[config.mk]
export PLATFORM = sky130hd
export DESIGN_NAME = multicycle_control
export DESIGN_NICKNAME = d
export VERILOG_FILES = /design/src/rtl/ctrl_pkg.sv /design/src/rtl/alu_decoder.sv /design/src/rtl/multicycle_control.sv
export SDC_FILE = /design/constraint.sdc
export NUM_CORES = 1
export LEC_CHECK = 0
export ABC_AREA = 1
export BUFFER_PORTS_ARGS = -buffer_cell sky130_fd_sc_hd__buf_2
export CAP_MARGIN = 20
export CORE_MARGIN = 1
export CORE_UTILIZATION = 30
export CTS_BUF_LIST = sky130_fd_sc_hd__clkbuf_2 sky130_fd_sc_hd__clkbuf_4 sky130_fd_sc_hd__clkbuf_8
export DETAILED_ROUTE_END_ITERATION = 10
export HOLD_SLACK_MARGIN = 0.08
export SETUP_SLACK_MARGIN = 0.02
export SLEW_MARGIN = 20
export SYNTH_ARGS = -nofsm -noshare
export SYNTH_HDL_FRONTEND = slang
export SYNTH_SLANG_ARGS = --single-unit
export TNS_END_PERCENT = 30
[constraint.sdc]
create_clock -name iCLK -period 0.96 [get_ports iCLK]
set_input_delay 0.096 -clock iCLK [delete_from_list [all_inputs] [get_ports iCLK]]
set_output_delay 0.096 -clock iCLK [all_outputs]
set_load 0.05 [all_outputs]
[src/rtl/ctrl_pkg.sv]
// Shared definitions for the multicycle RV32I control path: ALU op codes, FSM states,
// opcodes and datapath select encodings.
package ctrl_pkg;

  localparam int ALUCTRL_WIDTH = 5;

  localparam logic [4:0] ALU_AND  = 5'd0;
  localparam logic [4:0] ALU_OR   = 5'd1;
  localparam logic [4:0] ALU_ADD  = 5'd2;
  localparam logic [4:0] ALU_SUB  = 5'd3;
  localparam logic [4:0] ALU_SLT  = 5'd4;
  localparam logic [4:0] ALU_LUI  = 5'd5;
  localparam logic [4:0] ALU_ZERO = 5'd31;

  typedef enum logic [3:0] {
    S_FETCH    = 4'd0,
    S_DECODE   = 4'd1,
    S_MEMADR   = 4'd2,
    S_MEMREAD  = 4'd3,
    S_MEMWB    = 4'd4,
    S_MEMWRITE = 4'd5,
    S_EXECR    = 4'd6,
    S_EXECI    = 4'd7,
    S_ALUWB    = 4'd8,
    S_BEQ      = 4'd9,
    S_JAL      = 4'd10,
    S_LUI      = 4'd11
  } state_e;

  typedef enum logic [1:0] {
    AOP_ADD   = 2'd0,
    AOP_SUB   = 2'd1,
    AOP_FUNCT = 2'd2,
    AOP_LUI   = 2'd3
  } alu_op_class_e;

  localparam logic [6:0] OP_LW    = 7'b0000011;
  localparam logic [6:0] OP_SW    = 7'b0100011;
  localparam logic [6:0] OP_RTYPE = 7'b0110011;
  localparam logic [6:0] OP_ITYPE = 7'b0010011;
  localparam logic [6:0] OP_BEQ   = 7'b1100011;
  localparam logic [6:0] OP_JAL   = 7'b1101111;
  localparam logic [6:0] OP_LUI   = 7'b0110111;

  localparam logic [1:0] RES_ALUOUT    = 2'b00;
  localparam logic [1:0] RES_DATA      = 2'b01;
  localparam logic [1:0] RES_ALURESULT = 2'b10;

  localparam logic [1:0] SRCA_PC    = 2'b00;
  localparam logic [1:0] SRCA_OLDPC = 2'b01;
  localparam logic [1:0] SRCA_RS1   = 2'b10;

  localparam logic [1:0] SRCB_RS2  = 2'b00;
  localparam logic [1:0] SRCB_IMM  = 2'b01;
  localparam logic [1:0] SRCB_FOUR = 2'b10;

  localparam logic [2:0] IMM_I = 3'b000;
  localparam logic [2:0] IMM_S = 3'b001;
  localparam logic [2:0] IMM_B = 3'b010;
  localparam logic [2:0] IMM_J = 3'b011;
  localparam logic [2:0] IMM_U = 3'b100;

  // Immediate format is a pure function of the opcode, independent of FSM state.
  function automatic logic [2:0] imm_src_for(input logic [6:0] opcode);
    logic [2:0] imm;
    case (opcode)
      OP_LW, OP_ITYPE: imm = IMM_I;
      OP_SW:           imm = IMM_S;
      OP_BEQ:          imm = IMM_B;
      OP_JAL:          imm = IMM_J;
      OP_LUI:          imm = IMM_U;
      default:         imm = IMM_I;
    endcase
    return imm;
  endfunction

endpackage

[src/rtl/alu_decoder.sv]
// Maps the ALU operation class plus funct fields onto the ALU op code.
// Flags funct3 values the supported instruction set does not implement.
module alu_decoder
  import ctrl_pkg::*;
#(
  parameter int ALUCTRL_W = 5
) (
  input  logic [2:0]           iFunct3,
  input  logic                 iFunct7b5,
  input  logic                 iIsRtype,
  input  alu_op_class_e        iAluOpClass,
  output logic [ALUCTRL_W-1:0] oALUControl,
  output logic                 oBadFunct
);

  // Op code selection; funct7b5 only turns add into sub for register-register ops
  always_comb begin
    oALUControl = ALUCTRL_W'(ALU_ADD);
    oBadFunct   = 1'b0;
    case (iAluOpClass)
      AOP_ADD: oALUControl = ALUCTRL_W'(ALU_ADD);
      AOP_SUB: oALUControl = ALUCTRL_W'(ALU_SUB);
      AOP_LUI: oALUControl = ALUCTRL_W'(ALU_LUI);
      AOP_FUNCT: begin
        case (iFunct3)
          3'b000: begin
            if (iIsRtype && iFunct7b5) begin
              oALUControl = ALUCTRL_W'(ALU_SUB);
            end else begin
              oALUControl = ALUCTRL_W'(ALU_ADD);
            end
          end
          3'b010: oALUControl = ALUCTRL_W'(ALU_SLT);
          3'b110: oALUControl = ALUCTRL_W'(ALU_OR);
          3'b111: oALUControl = ALUCTRL_W'(ALU_AND);
          default: begin
            oALUControl = ALUCTRL_W'(ALU_ZERO);
            oBadFunct   = 1'b1;
          end
        endcase
      end
      default: oALUControl = ALUCTRL_W'(ALU_ADD);
    endcase
  end

endmodule

[src/rtl/multicycle_control.sv]
// Control FSM for the multicycle RV32I datapath: sequences fetch, decode, execute,
// memory and writeback and drives the per-cycle selects, enables and ALU op code.
module multicycle_control
  import ctrl_pkg::*;
#(
  parameter int ALUCTRL_W = 5,
  parameter int STATE_W   = 4
) (
  input  logic                 iCLK,
  input  logic                 iRST_n,
  input  logic [6:0]           iOpcode,
  input  logic [2:0]           iFunct3,
  input  logic                 iFunct7b5,
  input  logic                 iZero,
  input  logic                 iMemReady,
  output logic                 oPCWrite,
  output logic                 oAdrSrc,
  output logic                 oMemWrite,
  output logic                 oIRWrite,
  output logic [1:0]           oResultSrc,
  output logic [1:0]           oALUSrcA,
  output logic [1:0]           oALUSrcB,
  output logic [2:0]           oImmSrc,
  output logic                 oRegWrite,
  output logic [ALUCTRL_W-1:0] oALUControl,
  output logic                 oIllegal,
  output logic [STATE_W-1:0]   oState
);

  state_e               state_q;
  state_e               state_d;
  state_e               out_state_s;
  alu_op_class_e        alu_class_s;
  logic                 is_rtype_s;
  logic                 exec_s;
  logic                 bad_funct_s;
  logic                 bad_opcode_s;
  logic                 pc_write_s;
  logic                 ir_write_s;
  logic                 mem_write_s;
  logic                 reg_write_s;
  logic [ALUCTRL_W-1:0] alu_ctrl_s;

  // State register
  always_ff @(posedge iCLK) begin
    if (!iRST_n) begin
      state_q <= S_FETCH;
    end else begin
      state_q <= state_d;
    end
  end

  // During reset the datapath sees FETCH selects regardless of the registered state.
  assign out_state_s = iRST_n ? state_q : S_FETCH;

  // Next-state logic
  always_comb begin
    state_d      = S_FETCH;
    bad_opcode_s = 1'b0;
    case (state_q)
      S_FETCH: begin
        if (iMemReady) begin
          state_d = S_DECODE;
        end else begin
          state_d = S_FETCH;
        end
      end
      S_DECODE: begin
        case (iOpcode)
          OP_LW, OP_SW: state_d = S_MEMADR;
          OP_RTYPE:     state_d = S_EXECR;
          OP_ITYPE:     state_d = S_EXECI;
          OP_BEQ:       state_d = S_BEQ;
          OP_JAL:       state_d = S_JAL;
          OP_LUI:       state_d = S_LUI;
          default: begin
            state_d      = S_FETCH;
            bad_opcode_s = 1'b1;
          end
        endcase
      end
      S_MEMADR: begin
        if (iOpcode == OP_SW) begin
          state_d = S_MEMWRITE;
        end else begin
          state_d = S_MEMREAD;
        end
      end
      S_MEMREAD: begin
        if (iMemReady) begin
          state_d = S_MEMWB;
        end else begin
          state_d = S_MEMREAD;
        end
      end
      S_MEMWRITE: begin
        if (iMemReady) begin
          state_d = S_FETCH;
        end else begin
          state_d = S_MEMWRITE;
        end
      end
      S_EXECR, S_EXECI, S_JAL, S_LUI: state_d = S_ALUWB;
      S_MEMWB, S_ALUWB, S_BEQ:        state_d = S_FETCH;
      default:                        state_d = S_FETCH;
    endcase
  end

  // Datapath selects and raw enables
  always_comb begin
    oAdrSrc     = 1'b0;
    oResultSrc  = RES_ALUOUT;
    oALUSrcA    = SRCA_PC;
    oALUSrcB    = SRCB_RS2;
    pc_write_s  = 1'b0;
    ir_write_s  = 1'b0;
    mem_write_s = 1'b0;
    reg_write_s = 1'b0;
    case (out_state_s)
      S_FETCH: begin
        oALUSrcB   = SRCB_FOUR;
        oResultSrc = RES_ALURESULT;
        pc_write_s = iMemReady;
        ir_write_s = iMemReady;
      end
      S_DECODE: begin
        oALUSrcA = SRCA_OLDPC;
        oALUSrcB = SRCB_IMM;
      end
      S_MEMADR, S_EXECI: begin
        oALUSrcA = SRCA_RS1;
        oALUSrcB = SRCB_IMM;
      end
      S_MEMREAD: oAdrSrc = 1'b1;
      S_MEMWB: begin
        oResultSrc  = RES_DATA;
        reg_write_s = 1'b1;
      end
      S_MEMWRITE: begin
        oAdrSrc     = 1'b1;
        mem_write_s = 1'b1;
      end
      S_EXECR:  oALUSrcA = SRCA_RS1;
      S_ALUWB:  reg_write_s = 1'b1;
      S_BEQ: begin
        oALUSrcA   = SRCA_RS1;
        pc_write_s = iZero;
      end
      S_JAL: begin
        oALUSrcA   = SRCA_OLDPC;
        oALUSrcB   = SRCB_FOUR;
        pc_write_s = 1'b1;
      end
      S_LUI:    oALUSrcB = SRCB_IMM;
      default:  oAdrSrc = 1'b0;
    endcase
  end

  // ALU operation class per state; only the EXEC states consult funct3
  always_comb begin
    alu_class_s = AOP_ADD;
    is_rtype_s  = 1'b0;
    exec_s      = 1'b0;
    case (out_state_s)
      S_EXECR: begin
        alu_class_s = AOP_FUNCT;
        is_rtype_s  = 1'b1;
        exec_s      = 1'b1;
      end
      S_EXECI: begin
        alu_class_s = AOP_FUNCT;
        exec_s      = 1'b1;
      end
      S_BEQ:   alu_class_s = AOP_SUB;
      S_LUI:   alu_class_s = AOP_LUI;
      default: alu_class_s = AOP_ADD;
    endcase
  end

  alu_decoder #(
    .ALUCTRL_W (ALUCTRL_W)
  ) u_alu_decoder (
    .iFunct3     (iFunct3),
    .iFunct7b5   (iFunct7b5),
    .iIsRtype    (is_rtype_s),
    .iAluOpClass (alu_class_s),
    .oALUControl (alu_ctrl_s),
    .oBadFunct   (bad_funct_s)
  );

  assign oPCWrite    = iRST_n & pc_write_s;
  assign oIRWrite    = iRST_n & ir_write_s;
  assign oMemWrite   = iRST_n & mem_write_s;
  assign oRegWrite   = iRST_n & reg_write_s;
  assign oIllegal    = iRST_n & (bad_opcode_s | (exec_s & bad_funct_s));
  assign oImmSrc     = imm_src_for(iOpcode);
  assign oALUControl = alu_ctrl_s;
  assign oState      = STATE_W'(state_q);

endmodule

==> summary.md <==
| Metric | Value |
|---|---|
| Status | finished, violations left |
| Failing checks | negative setup slack |
| All-Layer GR Usage | 23.2% |
| DRT antenna net count | 0 |
| Maxcap violations | 0 |
| Pwr Total | 0.776 mW |
| Worst Path Buf+Inv | 1 |
| Area delta synth->final | 134% |
| Final worst slack | -0.560 ns |
| Global Route met2 Usage | 44.0% |
| EDFF count, synth | 0 |
| Max Buffers Root-to-Sink | 2 |
| Vias per cell | 4.70 |
| Critical path class | reg -> out |
| Synth Register Bits | 4 |
| Worst Max-Slew Pin Slew | 0.279 ns |
| GRT Residual Overflow | 0 |
| Mapped Area | 693 um^2 |
| First-pass GRT wire length | 4.51 mm |
| PwrDens | 479 nW/um^2 |
| Post-DP HPWL | 2.00 mm |
| Slew Viols, Final | 0 |
| Min Hold Slack | 0.256 ns |
| CTS Buf Count | 3 |
| DR pass1 iterations | 4 |
| Full die area | 2510 um^2 |
| Syn Area/Cell | 5.13 um^2 |
| Number of antenna diodes | 0 |
| Fmax | 0.658 GHz |
| CP Cell Sequence | nand2_2 > nor2_4 > nand2_4 > nor2_4 > nand2_1 > nand2_1 > nor2_2 > nor2_4 > buf_6 |
| GRT met1 Usage | 26.6% |
| Ys flop type | dfxtp_1 |
| Fraction of registers with async set/reset | 0% |
| CTS Sinks | 4 |
| Worst path required time | 0.86 ns |
| Worst r2r path cells | 7 |
| Reg clk slew, reported paths | 0.04 ns |
| Type of origin of the critical path | flip-flop |
| Max-slew headroom | 81.3% |
| Largest stage delay, worst path | 0.37 ns |
| Core Region | 2190 um^2 |
| Top cell family by delay on the critical path | simple AND/OR/NAND/NOR gates |
| Critical-path top delay cell | dfxtp_4 |
| Final setup violation count | 27 |
| Critical path depth | 9 |
| Via count | 1127 |
| Critical Path AT | 1.42 ns |
| Placed Cells | 232 |
| Row count | 17 |
| Worst skew pair latency | 0.24 ns |
| IO Count | 39 |
| Hold Path Class | in -> reg |
| Initial Util | 31.6% |
| Simple-gate portion of the synthesized area | 57.2% |
| RSZ-0062 raised after global routing | yes |
| Largest register FFs | 4 |
| Most used routing layer | met2 |
| VDD IR max | 0.356 mV |
| Register area share after synthesis | 11.6% |
| Period utilisation layout | 158% |
| Final clock skew | 0.00722 ns |
| Met3 Use GR | 3.09% |
| Synth warn | 0 |
| Crit end category | primary output |
| Die Y | 50.1 um |
| Initial DRC Count | 21 |
| Leakage | 0.854 nW |
| Synthesized Nets | 150 |
| Fin cells | 240 |
| Final hold violations | 0 |
| Share of layout cells above drive strength 1 | 61.8% |
| Minimum clock period | 1.52 ns |
| Critical path peak fanout | 4 |
| Post-synth cell types | 23 |
| Most used cell, CP | nor2_4 |
| Port-buffer cells | 38 |
| Root Buffer Master | clkbuf_4 |
| XOR/XNOR Fraction of Synth Area | 0% |
| Gpl congestion | 0.837 |
| Cells after synthesis | 135 |
| Routed len/inst | 10.6 um |
| FILL cells | 162 |
| Post-synthesis mux area share | 0% |
| Post-layout util | 73.9% |
| Number of global-route vias before repair | 1070 |
| Final nets | 229 |
| Largest net degree at the start of global routing | 10 |
| Die Wd | 50.1 um |
| Initial antenna violation count | 0 |
| Post-Synth Adder-Cell Area | 0% |
| Complex-gate fraction of the synthesized area | 13.0% |
| Hold-fix buffer count after cts | 0 |
| # DRC | 0 |
| Total Wirelength | 2.54 mm |
| Hold Path Depth | 4 |
| Largest family of logic cells by synthesized area | simple AND/OR/NAND/NOR gates |
| Setup TNS | -8.80 ns |
| H-Tree Level Count | 1 |
| CTS tree | done |
[cells by family (layout without fill, tap and decap cells)]
family / count (synthesis) / count (layout)
AOI/OAI and AO/OA: 16 / 16
buffers and inverters: 27 / 104
DFF: 4 / 4
and+or+nand+nor: 88 / 88
[synthesized netlist by cell type, types with 3 or more instances]
| library cell | instances | area [um^2] |
|---|---|---|
| inv_2 | 4 | 15.0 |
| nor2_1 | 27 | 101 |
| inv_1 | 17 | 63.8 |
| a21oi_1 | 9 | 45.0 |
| nand2_2 | 3 | 18.8 |
| nand3_1 | 10 | 50.1 |
| nand2_1 | 38 | 143 |
| dfxtp_1 | 4 | 80.1 |
[power breakdown]
part,internal (mW),switching [mW],total (mW)
Clock,0.140,0.0663,0.206
Combinational,0.173,0.228,0.402
Sequential,0.162,0.00594,0.168
Total,0.475,0.300,0.776
[final timing paths]
kind                        start                    to  slack (ns)
max          oState[3]$_SDFF_PN0_              oPCWrite       -0.56
min reg2reg  oState[1]$_SDFF_PN0_  oState[1]$_SDFF_PN0_        0.62
max reg2reg  oState[3]$_SDFF_PN0_  oState[0]$_SDFF_PN0_       -0.22
min                     iMemReady  oState[1]$_SDFF_PN0_        0.26
[layout make-up]
type | count | area (um^2) | area share (%)
inverter | 23 | 93.8 | 5.80
clock buffer | 3 | 22.5 | 1.39
timing repair buffer | 78 | 711 | 43.9
sequential | 4 | 95.1 | 5.87
multi-input combinational | 104 | 662 | 40.9
tap | 28 | 35.0 | 2.16
[routing by layer]
metal / wire (um) / part of all wire, %
met1: 1000 / 39
met2: 1420 / 56
met3: 99 / 3.9
met4: 11 / 0.43
met5: 0 / 0
[repair_timing]
| item | CTS | global route |
|---|---|---|
| pin swaps | 6 | 3 |
| setup buffers | 2 | 3 |
| endpoints found under the setup margin | 28 | 28 |
| gates resized for setup | 74 | 20 |
| gates cloned | 0 | 0 |
[worst min-delay path, stage by stage]
cell and delay, ns:
buf_2 0.12, nor2_1 0.06, a21oi_1 0.11, a21oi_1 0.06
[stage by stage]
step                worst slack, ns  instance area (um^2)
floorplan                    -0.592                   797
global placement             -0.394                  1260
detailed placement           -0.414                  1260
CTS                          -0.549                  1530
global route                 -0.655                  1620
finish                       -0.560                  1620
[layout by cell type (no fill, tap or decap), types with 3 or more instances in the layout]
cell	synthesis	layout
nand2_1	38	29
inv_2	4	5
nor2_1	27	13
nor2_2	2	9
buf_4	2	30
a21oi_1	9	6
nand3_1	10	10
nor2_4	2	9
nand2_4	0	5
nand2_2	3	6
buf_2	0	14
inv_4	1	3
inv_1	17	14
buf_8	0	4
buf_6	2	28
dfxtp_4	0	4
clkbuf_4	0	3
No activity file was read; power rests on OpenSTA's default activity.
